`src/rtl/video_layer_mixer.sv`:
```
// Mixes LAYERS one-bit video layers through per-layer palettes into a saturated RGB pixel.
// Two ce_pix-qualified pipeline stages; colour mode and inversion latch on vs rising edges.
module video_layer_mixer #(
  parameter int LAYERS = 3,
  parameter int CW     = 4
) (
  input  logic                clk_sys,
  input  logic                reset_n,
  input  logic                ce_pix,
  input  logic [LAYERS-1:0]   layer,
  input  logic                inv_layer,
  input  logic                hs_in,
  input  logic                vs_in,
  input  logic                blank_in,
  input  logic                color_sel,
  input  logic [1:0]          inv_mode,
  input  logic                pal_we,
  input  logic                pal_set,
  input  logic [2:0]          pal_idx,
  input  logic [3*CW-1:0]     pal_data,
  output logic [CW-1:0]       r_out,
  output logic [CW-1:0]       g_out,
  output logic [CW-1:0]       b_out,
  output logic                hs_out,
  output logic                vs_out,
  output logic                de_out
);

  localparam int SW = CW + 3;
  localparam logic [CW-1:0] PAL_RST = {1'b0, {(CW-1){1'b1}}};

  typedef logic [3*CW-1:0] rgb_t;

  rgb_t pal_q [2][LAYERS];

  always_ff @(posedge clk_sys) begin
    if (!reset_n) begin
      for (int s = 0; s < 2; s++)
        for (int i = 0; i < LAYERS; i++)
          pal_q[s][i] <= {3{PAL_RST}};
    end else if (pal_we) begin
      // Indices beyond the layer count simply match no entry.
      for (int i = 0; i < LAYERS; i++)
        if (int'(pal_idx) == i) pal_q[pal_set][i] <= pal_data;
    end
  end

  logic       vs_prev_q, vs_prev_d;
  logic       inv_acc_q, inv_acc_d;
  logic       inv_active_q, inv_active_d;
  logic       mode_cs_q, mode_cs_d;
  logic [1:0] mode_inv_q, mode_inv_d;
  logic       boundary;

  always_comb begin
    vs_prev_d    = vs_prev_q;
    inv_acc_d    = inv_acc_q;
    inv_active_d = inv_active_q;
    mode_cs_d    = mode_cs_q;
    mode_inv_d   = mode_inv_q;
    boundary     = ce_pix && vs_in && !vs_prev_q;
    if (ce_pix) begin
      vs_prev_d = vs_in;
      if (boundary) begin
        case (mode_inv_q)
          2'b01:   inv_active_d = inv_acc_q;
          2'b10:   inv_active_d = 1'b1;
          default: inv_active_d = 1'b0;
        endcase
        // The boundary-cycle sample starts the new frame's accumulation.
        inv_acc_d  = inv_layer;
        mode_cs_d  = color_sel;
        mode_inv_d = inv_mode;
      end else begin
        inv_acc_d = inv_acc_q | inv_layer;
      end
    end
  end

  always_ff @(posedge clk_sys) begin
    if (!reset_n) begin
      vs_prev_q    <= 1'b1;
      inv_acc_q    <= 1'b0;
      inv_active_q <= 1'b0;
      mode_cs_q    <= 1'b0;
      mode_inv_q   <= 2'b00;
    end else begin
      vs_prev_q    <= vs_prev_d;
      inv_acc_q    <= inv_acc_d;
      inv_active_q <= inv_active_d;
      mode_cs_q    <= mode_cs_d;
      mode_inv_q   <= mode_inv_d;
    end
  end

  logic [LAYERS-1:0] layer_q;
  logic              hs1_q, vs1_q, blank1_q;

  always_ff @(posedge clk_sys) begin
    if (!reset_n) begin
      layer_q  <= '0;
      hs1_q    <= 1'b0;
      vs1_q    <= 1'b0;
      blank1_q <= 1'b0;
    end else if (ce_pix) begin
      layer_q  <= layer;
      hs1_q    <= hs_in;
      vs1_q    <= vs_in;
      blank1_q <= blank_in;
    end
  end

  function automatic logic [CW-1:0] sat(input logic [SW-1:0] s);
    return (|s[SW-1:CW]) ? {CW{1'b1}} : s[CW-1:0];
  endfunction

  logic [SW-1:0] sum_r, sum_g, sum_b;
  logic [CW-1:0] r_d, g_d, b_d, inv_mask;

  always_comb begin
    sum_r    = '0;
    sum_g    = '0;
    sum_b    = '0;
    inv_mask = {CW{inv_active_q}};
    for (int i = 0; i < LAYERS; i++) begin
      if (layer_q[i]) begin
        sum_r = sum_r + SW'(pal_q[mode_cs_q][i][3*CW-1:2*CW]);
        sum_g = sum_g + SW'(pal_q[mode_cs_q][i][2*CW-1:CW]);
        sum_b = sum_b + SW'(pal_q[mode_cs_q][i][CW-1:0]);
      end
    end
    r_d = blank1_q ? '0 : (sat(sum_r) ^ inv_mask);
    g_d = blank1_q ? '0 : (sat(sum_g) ^ inv_mask);
    b_d = blank1_q ? '0 : (sat(sum_b) ^ inv_mask);
  end

  logic [CW-1:0] r_q, g_q, b_q;
  logic          hs_q, vs_q, de_q;

  always_ff @(posedge clk_sys) begin
    if (!reset_n) begin
      r_q  <= '0;
      g_q  <= '0;
      b_q  <= '0;
      hs_q <= 1'b0;
      vs_q <= 1'b0;
      de_q <= 1'b0;
    end else if (ce_pix) begin
      r_q  <= r_d;
      g_q  <= g_d;
      b_q  <= b_d;
      hs_q <= hs1_q;
      vs_q <= vs1_q;
      de_q <= ~blank1_q;
    end
  end

  assign r_out  = r_q;
  assign g_out  = g_q;
  assign b_out  = b_q;
  assign hs_out = hs_q;
  assign vs_out = vs_q;
  assign de_out = de_q;

endmodule

```
`config.mk`:
```
export PLATFORM = sky130hd
export DESIGN_NAME = video_layer_mixer
export DESIGN_NICKNAME = d
export VERILOG_FILES = /design/src/rtl/video_layer_mixer.sv
export SDC_FILE = /design/constraint.sdc
export NUM_CORES = 1
export LEC_CHECK = 0
export BUFFER_PORTS_ARGS = -buffer_cell sky130_fd_sc_hd__buf_4
export CORE_UTILIZATION = 30
export DETAILED_ROUTE_END_ITERATION = 16
export GPL_TIMING_DRIVEN = 1
export PLACE_DENSITY = 0.47
export SLEW_MARGIN = 20
export SYNTH_ARGS = -nofsm -noshare
export SYNTH_HDL_FRONTEND = slang
export SYNTH_SLANG_ARGS = --single-unit
```
`constraint.sdc`:
```
create_clock -name clk_sys -period 5.6 [get_ports clk_sys]
set_input_delay 0.56 -clock clk_sys [delete_from_list [all_inputs] [get_ports clk_sys]]
set_output_delay 0.56 -clock clk_sys [all_outputs]
set_load 0.03 [all_outputs]
```
==> results.md <==
* HPWL Detailed at 8830 microns
* DRC Markers at 0
* Final Power at 1.75 mW
* Fillers at between 1500 and 2000
* Wire per inst at 16.1 microns
* Worst Path Required at 5.84 ns
* Antenna-violating nets left at 0
* Area contributors post-synth: edfxtp_1 40%, dfxtp_1 10%, ha_1 6.0%
* WS Path Type: register to register
* Die Ht at 137 microns
* Period utilisation layout at 75.0%
* Routed vias at ~3600
* Met2 routed WL at 5300 microns
* Die X-Extent at about 140 microns
* Average cell area after synthesis at 11.1 sq um
* Status: completed
* P&R area growth vs syn at 16.6%
* F_max at 0.238 GHz
* HP Class: register to register
* Clock skew at 0.00761 ns
* Synth Flop Type: edfxtp_1
* Postcts setup bufs at 0
* Arrival time at the worst endpoint at ~4.4 ns
* P per Cell Area at between 200 and 300 nW/um^2
* Register area share after synthesis at 50.1%
* Top Metal Used: met4
* Nets at approximately 590
* Crit. End Element: register
* Clk buf depth at 2
* Startpoint types: register
* Fin. max-slew vios at 0
* Synth area leader: edfxtp_1
* TritonCTS clock tree: built
* Routed WL at 12200 microns
* Flops & latches, synth at 100
* First-pass GRT wire length at 19400 microns
* Ys async rst share at 0%
* Routability cong. at 0.735
* Mapped Area at 5440 sq um
* Yosys warns at 0
* Post-layout minimum cycle time at approximately 4.2 ns
* P_leak at around 2.5 nW
* CTS Hold Bufs at 0
* Final Hold Fails at 0
* Peak supply drop at ~0.15 mV
* Post-Synthesis Cells at 490
* Antenna violations before repair at 0
* Layout cells sized above 1 at 22.6%
* Rel. slew slack at 42.6%
* Library cells used by synthesis at 54
* Met3 Wirelength at 593 microns
* RSZ-0062 raised after global routing: no
* Initial Util at 31.1%
* Clock-pin slew on the worst setup and hold paths at 0.07 ns
* Max_cap viols at 0
* Post-CTS resize count at 0
* H-tree depth at 3
* Critical Path Fanout Max at 16
* DR pass1 iterations at 4
* IO Port Bufs at 44
* CTS Sinks at 100
* DRT met1 WL at ~6200 microns
* Worst-margin pin slew at around 0.86 ns
* Routed vias/inst at ~4.8
* GRT Overall Usage at 14.0%
* CTS buffer count at 9
* Number of global-route vias before repair at 3582
* Syn nets at between 500 and 600
* Core ar. at about 17000 sq um
* Largest net degree at the start of global routing at 29
* ANT cells at 0
* Site Rows at 48
* CTS root buf: clkbuf_16
* Die ar. at about 19000 sq um
* Post-synth EDFFs at 72
* Setup TNS at 0 ns
* Skew-Pair Late Insertion Delay at between 0.3 and 0.4 ns
* GRT Residual Overflow at 0
* Initial DRC count at between 200 and 250
* Endpoints failing setup at 0
* Share of the synthesized area in the top cell type at between 30% and 40%
* Io pins at 45
-- area by class of cell --
class,instances,area [sq um],share of cell area [%]
Multi-Input combinational cell,345,2540,40.1
Clock buffer,9,225,3.55
Inverter,22,82.6,1.30
Tap cell,225,282,4.44
Sequential cell,100,2720,43.0
Timing Repair Buffer,53,398,6.28
Clock inverter,7,88.8,1.40
-- cells in the mapped netlist, types with 2 or more instances --
cell type   n
mux2i_1    24
buf_1       3
o21a_1      6
nand2_1    55
buf_2       3
or2_2      18
xor2_1      3
a221o_1     6
o31ai_1     4
fa_1        6
a21oi_1    11
xnor2_1     5
nor2_1     29
mux2_2     26
nand4_1     2
a21boi_0    2
and2_1     11
a22oi_1     3
a32oi_1     3
a211oi_1    8
nor3b_1     2
nand3b_1    2
o211a_1     2
ha_1       26
dfxtp_1    28
nor3_1      6
nand2b_1   17
a211o_1     2
nor2b_1    20
a21o_1     12
clkbuf_1   16
or4_1       2
inv_1      21
o21ai_0    14
edfxtp_1   72
and3_1      2
-- flip-flops by register name, indices dropped and copies added (netlist names), 2 cells and up, named ones only --
signal,flops
pal_q,72
b_out,4
g_out,4
r_out,4
layer_q,3
mode_inv_q,2
-- path summary, 6_finish.rpt --
check | startpoint | to | slack [ns] | depth (start not counted)
setup / recovery | register | r_out[1]$_SDFFE_PN0P_ | 1.40 | 13
hold / removal | r_out[0]$_SDFFE_PN0P_ | r_out[0]$_SDFFE_PN0P_ | 0.44 | 2
setup reg to reg | register | r_out[1]$_SDFFE_PN0P_ | 1.40 | 13
hold reg to reg | r_out[0]$_SDFFE_PN0P_ | r_out[0]$_SDFFE_PN0P_ | 0.44 | 2
-- logic make-up after synthesis --
| kind of cell | synth area share [%] |
|---|---|
| AND/OR/NAND/NOR | 16.4 |
| flip-flops | 50.1 |
| AO/OA/AOI/OAI | 10.4 |
| multiplexers | 10.3 |
| buffers and inverters | 3.31 |
| adder cells (fa/ha/maj) | 8.19 |
| XOR/XNOR | 1.29 |
-- power by group --
group          leakage (nW)  internal (mW)  switching [mW]
sequential            0.943          0.836          0.0162
combinational          1.42          0.102           0.137
clock                 0.152          0.359           0.304
-- cells in the final DEF, fill, tap and decap left out, types with 7 or more instances in the layout --
| master | n |
|---|---|
| a211oi_1 | 7 |
| a21o_1 | 12 |
| a21oi_1 | 11 |
| and2_1 | 11 |
| buf_4 | 53 |
| clkbuf_16 | 9 |
| dfxtp_1 | 28 |
| edfxtp_1 | 72 |
| ha_1 | 26 |
| inv_1 | 21 |
| mux2_2 | 26 |
| mux2i_1 | 24 |
| nand2_1 | 55 |
| nand2b_1 | 17 |
| nor2_1 | 29 |
| nor2b_1 | 20 |
| o21ai_0 | 14 |
| or2_2 | 18 |
-- routing by layer --
| metal | vias up | global-route usage [%] |
|---|---|---|
| met1 | 1739 | 19.3 |
| met5 | - | 0 |
| li1 | 1826 | - |
| met2 | 73 | 21.5 |
| met3 | 11 | 3.74 |
| met4 | 0 | 3.70 |
-- stage by stage --
step	hold WS (ns)	utilization, %	worst slack, ns	area (sq um)	std cells
floorplan	0.441	-	1.44	5440	490
global placement	0.439	34.5	1.54	6020	745
detailed placement	0.431	34.5	1.43	6020	745
CTS	0.442	36.3	1.37	6340	761
global route	0.455	36.3	1.15	6340	761
finish	0.436	36.3	1.40	6340	761
-- critical path, cell delays in order (launching register included) --
cell and delay, ns:
dfxtp_1 0.82, buf_4 0.31, mux2_2 0.36, ha_1 0.22, fa_1 0.48, and2_1 0.12, a31o_2 0.13, inv_1 0.06
fa_1 0.45, nor2b_1 0.16, and3_1 0.16, a21boi_0 0.14, or3_1 0.38, a221o_1 0.29
Power figures use the tool's default switching activity.
